## src/rtl/fnd_scan_ctrl.sv

```systemverilog
// rtl/fnd_scan_ctrl.sv - multiplexed 7-segment scan controller with sequential binary-to-BCD conversion
// Optional build macro: FND_LEADING_ZERO_BLANK_EN (blank leading zero digits)
module fnd_scan_ctrl #(
    parameter int DIGITS    = 4,
    parameter int DATA_W    = 14,
    parameter int SCAN_DIV  = 100_000,
    parameter int BLANK_CYC = 16
) (
    input  logic              clk,
    input  logic              reset_n,
    input  logic [DATA_W-1:0] data_in,
    input  logic              data_valid,
    input  logic [DIGITS-1:0] dp_in,
    output logic              busy,
    output logic [DIGITS-1:0] fnd_com,
    output logic [7:0]        fnd_data
);
    // One spare BCD digit beyond what DATA_W can ever need, so the shift never loses a bit.
    localparam int NB = (DATA_W + 2) / 3;
    localparam int ND = ((NB > DIGITS) ? NB : DIGITS) + 1;
    localparam int CW = $clog2(DATA_W + 1);
    localparam int SW = $clog2(SCAN_DIV);
    localparam int IW = $clog2(DIGITS);

    typedef enum logic {BLANK, DRIVE} scan_state_t;

    logic [DATA_W-1:0]   conv_sh, sh_next, pend_d;
    logic [ND*4-1:0]     conv_bcd, bcd_adj, bcd_next;
    logic [CW-1:0]       conv_cnt;
    logic                busy_r, pend_v, conv_end, ovf;
    logic [DIGITS*4-1:0] disp;
    logic                disp_ovf;

    scan_state_t         state, state_nx;
    logic [SW-1:0]       cnt, cnt_nx;
    logic [IW-1:0]       idx, idx_nx;
    logic [3:0]          digit;
    logic [7:0]          seg;

    always_comb begin
        bcd_adj = conv_bcd;
        for (int i = 0; i < ND; i++) begin
            if (conv_bcd[i*4 +: 4] >= 4'd5)
                bcd_adj[i*4 +: 4] = conv_bcd[i*4 +: 4] + 4'd3;
        end
        {bcd_next, sh_next} = {bcd_adj[ND*4-2:0], conv_sh, 1'b0};
    end

    // Adding 3 never turns a zero digit nonzero or vice versa, so the adjusted view is equivalent here.
    assign ovf      = |bcd_adj[ND*4-1:DIGITS*4];
    assign conv_end = busy_r && (conv_cnt == CW'(DATA_W));
    assign busy     = busy_r;

    always_ff @(posedge clk or negedge reset_n) begin
        if (!reset_n) begin
            conv_sh  <= '0;
            conv_bcd <= '0;
            conv_cnt <= '0;
            busy_r   <= 1'b0;
            pend_v   <= 1'b0;
            pend_d   <= '0;
            disp     <= '0;
            disp_ovf <= 1'b0;
        end else if (!busy_r) begin
            if (data_valid) begin
                conv_sh  <= data_in;
                conv_bcd <= '0;
                conv_cnt <= '0;
                busy_r   <= 1'b1;
            end
        end else if (conv_end) begin
            disp     <= conv_bcd[DIGITS*4-1:0];
            disp_ovf <= ovf;
            if (pend_v) begin
                conv_sh  <= pend_d;
                conv_bcd <= '0;
                conv_cnt <= '0;
                pend_v   <= data_valid;
                pend_d   <= data_in;
            end else if (data_valid) begin
                conv_sh  <= data_in;
                conv_bcd <= '0;
                conv_cnt <= '0;
            end else begin
                busy_r   <= 1'b0;
            end
        end else begin
            conv_sh  <= sh_next;
            conv_bcd <= bcd_next;
            conv_cnt <= conv_cnt + 1'b1;
            if (data_valid) begin
                pend_v <= 1'b1;
                pend_d <= data_in;
            end
        end
    end

    always_ff @(posedge clk or negedge reset_n) begin
        if (!reset_n) begin
            state <= BLANK;
            cnt   <= '0;
            idx   <= '0;
        end else begin
            state <= state_nx;
            cnt   <= cnt_nx;
            idx   <= idx_nx;
        end
    end

    always_comb begin
        state_nx = state;
        cnt_nx   = cnt + 1'b1;
        idx_nx   = idx;
        case (state)
            BLANK: if (cnt == SW'(BLANK_CYC - 1)) begin
                state_nx = DRIVE;
                cnt_nx   = '0;
            end
            DRIVE: if (cnt == SW'(SCAN_DIV - BLANK_CYC - 1)) begin
                state_nx = BLANK;
                cnt_nx   = '0;
                idx_nx   = (idx == IW'(DIGITS - 1)) ? '0 : idx + 1'b1;
            end
            default: state_nx = BLANK;
        endcase
    end

    always_comb begin
        digit = disp[idx*4 +: 4];
        case (digit)
            4'd0:    seg = 8'hC0;
            4'd1:    seg = 8'hF9;
            4'd2:    seg = 8'hA4;
            4'd3:    seg = 8'hB0;
            4'd4:    seg = 8'h99;
            4'd5:    seg = 8'h92;
            4'd6:    seg = 8'h82;
            4'd7:    seg = 8'hF8;
            4'd8:    seg = 8'h80;
            4'd9:    seg = 8'h90;
            default: seg = 8'hFF;
        endcase
        if (disp_ovf)
            seg = 8'hBF;
`ifdef FND_LEADING_ZERO_BLANK_EN
        // Blank when this digit and everything above it is zero; digit 0 always shows.
        if (!disp_ovf && (idx != '0)) begin
            seg = 8'hFF;
            for (int j = 0; j < DIGITS; j++) begin
                if ((j >= int'(idx)) && (disp[j*4 +: 4] != 4'd0))
                    seg = (digit == 4'd0) ? 8'hC0 : seg;
            end
            if (seg == 8'hC0 || digit != 4'd0) begin
                case (digit)
                    4'd0:    seg = 8'hC0;
                    4'd1:    seg = 8'hF9;
                    4'd2:    seg = 8'hA4;
                    4'd3:    seg = 8'hB0;
                    4'd4:    seg = 8'h99;
                    4'd5:    seg = 8'h92;
                    4'd6:    seg = 8'h82;
                    4'd7:    seg = 8'hF8;
                    4'd8:    seg = 8'h80;
                    4'd9:    seg = 8'h90;
                    default: seg = 8'hFF;
                endcase
            end
        end
`endif
        seg[7] = ~dp_in[idx];
    end

    always_ff @(posedge clk or negedge reset_n) begin
        if (!reset_n) begin
            fnd_com  <= '1;
            fnd_data <= 8'hFF;
        end else if (state == DRIVE) begin
            fnd_com  <= ~(DIGITS'(1) << idx);
            fnd_data <= seg;
        end else begin
            fnd_com  <= '1;
            fnd_data <= 8'hFF;
        end
    end
endmodule

```

## config.mk

```make
export PLATFORM = sky130hd
export DESIGN_NAME = fnd_scan_ctrl
export DESIGN_NICKNAME = d
export VERILOG_FILES = /design/src/rtl/fnd_scan_ctrl.sv
export SDC_FILE = /design/constraint.sdc
export NUM_CORES = 1
export LEC_CHECK = 0
export CAP_MARGIN = 20
export CORE_MARGIN = 1
export CORE_UTILIZATION = 35
export DETAILED_ROUTE_END_ITERATION = 10
export GPL_ROUTABILITY_DRIVEN = 0
export PLACE_DENSITY = 0.57
export SYNTH_ARGS = -nofsm -noshare
export SYNTH_HDL_FRONTEND = slang
export SYNTH_SLANG_ARGS = --single-unit
```

## constraint.sdc

```tcl
create_clock -name clk -period 2.5 [get_ports clk]
set_clock_uncertainty 0.1 [all_clocks]
set_input_delay 0.5 -clock clk [delete_from_list [all_inputs] [get_ports clk]]
set_output_delay 0.5 -clock clk [all_outputs]
set_load 0.005 [all_outputs]
```

==> flow_metrics.env <==
export IMPL_whs_ns=0.378
export IMPL_synth_simple_gate_area_share_pct=12.2
export IMPL_startpoint_type="flip-flop"
export IMPL_synth_async_reset_ratio_pct=100
export IMPL_cts_buffers=9
export IMPL_syn_nets=544
export IMPL_post_cts_resized=0
export IMPL_wire_per_inst_um=15.1
export IMPL_syn_area_um2=5440
export IMPL_start_util_pct=35.8
export IMPL_postCtsSetupBuffers=0
export IMPL_synth_most_common_cell="dfrtp_1"
export IMPL_area_growth_pct=15.9
export IMPL_core_region_area_um2=15200
export IMPL_dp_cells=709
export IMPL_via_per_inst=5.30
export IMPL_power_switching_share_pct=34.6
export IMPL_grt_pass1_vias=3883
export IMPL_p_leak_uw=0.00280
export IMPL_hold_path_class="reg2reg"
export IMPL_rsz0062_at_grt="false"
export IMPL_nets=579
export IMPL_peakVddDrop_mv=0.505
export IMPL_postPlaceCellArea_um2=6010
export IMPL_cts_hold_buf=1
export IMPL_yosys_warnings=0
export IMPL_synth_top_family_by_area="multiplexers"
export IMPL_root_buffer="clkbuf_16"
export IMPL_finalHoldViolCount=0
export IMPL_yosys_top_cells_count="dfrtp_1 (95), nand2_1 (54), nor2_1 (43)"
export IMPL_fill_cells=1442
export IMPL_cp_required_ns=2.60
export IMPL_endpoint_kind="flip-flop"
export IMPL_critPathMaxFanout=14
export IMPL_synth_top_cell_by_area="dfrtp_1"
export IMPL_antenna_cells=0
export IMPL_final_setup_worst_slack_ns=0.299
export IMPL_vias=3849
export IMPL_power_switching_uw=2190
export IMPL_slew_headroom_pct=61.6
export IMPL_min_path_cells=2
export IMPL_tritoncts="built"
export IMPL_p_int_uw=4140
export IMPL_period_minus_slack_ns=2.20
export IMPL_synthCells=498
export IMPL_track_usage_pct=14.9
export IMPL_slew_viol_final=0
export IMPL_die_x_um=127
export IMPL_setup_violations=0
export IMPL_synth_seq_cells=107
export IMPL_yosys_area_share_xor_xnor_pct=3.86
export IMPL_status="finished clean"
export IMPL_hpwl_mm=7.70
export IMPL_fp_row_count=45
export IMPL_timing_fmax_mhz=454
export IMPL_drtPass1Iterations=4
export IMPL_power_frac_clock_pct=21.7
export IMPL_htree_levels=3
export IMPL_synth_ff_type="dfrtp_1"
export IMPL_ant_nets=0
export IMPL_fin_setup_tns_ns=0
export IMPL_drt_initial_drc_count=141
export IMPL_synth_edf_count=0
export IMPL_insertion_delay_ns=0.35
export IMPL_postLayoutCellArea_um2=6310
export IMPL_pwr_share_seq_pct=42.1
export IMPL_layout_worst_path_cycle_share_pct=88.0
export IMPL_synth_compound_gate_area_share_pct=11.6
export IMPL_synth_area_leaders="dfrtp_1 (44%), mux2_2 (7.2%), dfstp_2 (5.8%)"
export IMPL_tightest_slew_ns=0.571
export IMPL_ff2ff_path_depth=7
export IMPL_portBuffers=33
export IMPL_grt_pass1_wl_mm=19.1
export IMPL_finalWirelength_mm=11.0
export IMPL_dieArea_um2=16100
export IMPL_die_h_um=127
export IMPL_grt_overflow_total=0
export IMPL_grt_max_degree=52
export IMPL_fin_cells=726
export IMPL_antenna_found_initial=0
export IMPL_path_clk_slew_ns=0.07
export IMPL_p_per_area_nw_per_um2=1000
export IMPL_ctsLongestPathBuffers=2
export IMPL_ys_seq_area_share_pct=49.5
export IMPL_syn_avg_cell_area_um2=10.9
export IMPL_clkSinkCount=107
export IMPL_synth_fa_ha_area_share_pct=5.75
export IMPL_worstSetupPathType="reg2reg"
export IMPL_drc=0
export IMPL_synth_top_area_share_pct=43.7
export IMPL_maxCapViolCount=0
export IMPL_arrival_ns=2.30
export IMPL_ys_types=51
export IMPL_io_pins=34
export IMPL_dp_slack_ns=0.247
export IMPL_layout_drive_gt1_share_pct=16.9
export IMPL_p_comb_share_pct=36.2
export IMPL_synthMuxAreaShare_pct=13.4
[flip-flops by register name (all words and copies together) (netlist names)]
signal,flops
conv_bcd,24
conv_sh,14
idx,2
fnd_data,8
pend_v,1
disp,16
cnt,17
conv_cnt,4
pend_d,14
disp_ovf,1
fnd_com,4
busy,1
state,1
[power by group through the flow]
| stage | Sequential (uW) | Clock (uW) | Combinational [uW] |
|---|---|---|---|
| 6_report | 2670 | 1380 | 2290 |
| 5_1_grt | 2740 | 1490 | 2600 |
| 3_5_place_dp | 2690 | 0 | 2290 |
| 4_1_cts | 2660 | 1430 | 2310 |
| 2_1_floorplan | 2580 | 0 | 1800 |
| 3_3_place_gp | 2670 | 0 | 2190 |
[path summary, 6_finish.rpt]
check / start / end / slack, ns
max: conv_cnt[0]$_DFF_PN0_ / conv_bcd[4]$_DFF_PN0_ / 0.30
min: disp[14]$_DFFE_PN0P_ / disp[14]$_DFFE_PN0P_ / 0.38
max reg2reg: conv_cnt[0]$_DFF_PN0_ / conv_bcd[4]$_DFF_PN0_ / 0.30
min reg2reg: disp[14]$_DFFE_PN0P_ / disp[14]$_DFFE_PN0P_ / 0.38
max in group asynchronous: reset_n / fnd_com[3]$_DFF_PN1_ / 1.04
min in group asynchronous: reset_n / cnt[0]$_DFF_PN0_ / 0.50
[final cells by class]
type,count,area (um^2),area share [%]
Clock inverter,6,55.1,0.873
Multi-Input combinational cell,343,2550,40.4
Sequential cell,107,2690,42.7
Inverter,23,86.3,1.37
Clock buffer,10,229,3.63
Timing Repair Buffer,49,463,7.34
Tap cell,188,235,3.73
[cell usage in the layout, fill, tap and decap left out, types with 3 or more instances in the layout]
master / instances
o21ai_0: 19
nor3b_1: 3
xor2_1: 11
clkbuf_16: 9
inv_1: 23
nand2_1: 54
mux4_2: 5
o22ai_1: 10
inv_6: 3
xnor2_1: 13
clkdlybuf4s50_1: 32
mux2i_1: 21
nand3_1: 10
dfrtp_1: 95
nand4_1: 5
a32o_1: 4
mux2_2: 35
dfstp_2: 12
a22o_1: 3
o2bb2ai_1: 9
a221oi_1: 12
ha_1: 25
a21oi_1: 15
o21ai_1: 3
o32ai_1: 9
nand2b_1: 8
nor4_1: 4
nor2_1: 43
buf_4: 15
[layer usage]
layer  GRT usage [%]  part of all wire, %  up-vias
li1                -                    -     1843
met1            18.3                   46     1930
met2            26.2                   49       66
met3            3.42                  3.4       10
met4            3.99                  1.0        0
met5               0                    0        -
[stage by stage]
step | power, uW | util, %
3_3_place_gp | 4860 | 39.6
3_5_place_dp | 4990 | 39.6
5_1_grt | 6840 | 41.5
2_1_floorplan | 4380 | -
4_1_cts | 6400 | 41.5
6_report | 6330 | 41.5
[worst max-delay path, cell delays in order (launching register included)]
cell	delay [ns]
dfrtp_1	0.39
inv_1	0.08
ha_1	0.21
nand4_1	0.27
o21a_1	0.32
nor2_1	0.09
inv_1	0.40
o32ai_1	0.19
[kinds of logic after synthesis]
group,after synthesis
buffers and inverters,48
xor gates and xnor gates,24
adders and majority gates,25
AOI/OAI and AO/OA,90
DFF,107
and+or+nand+nor,142
muxes,62
Power figures use the tool's default switching activity.
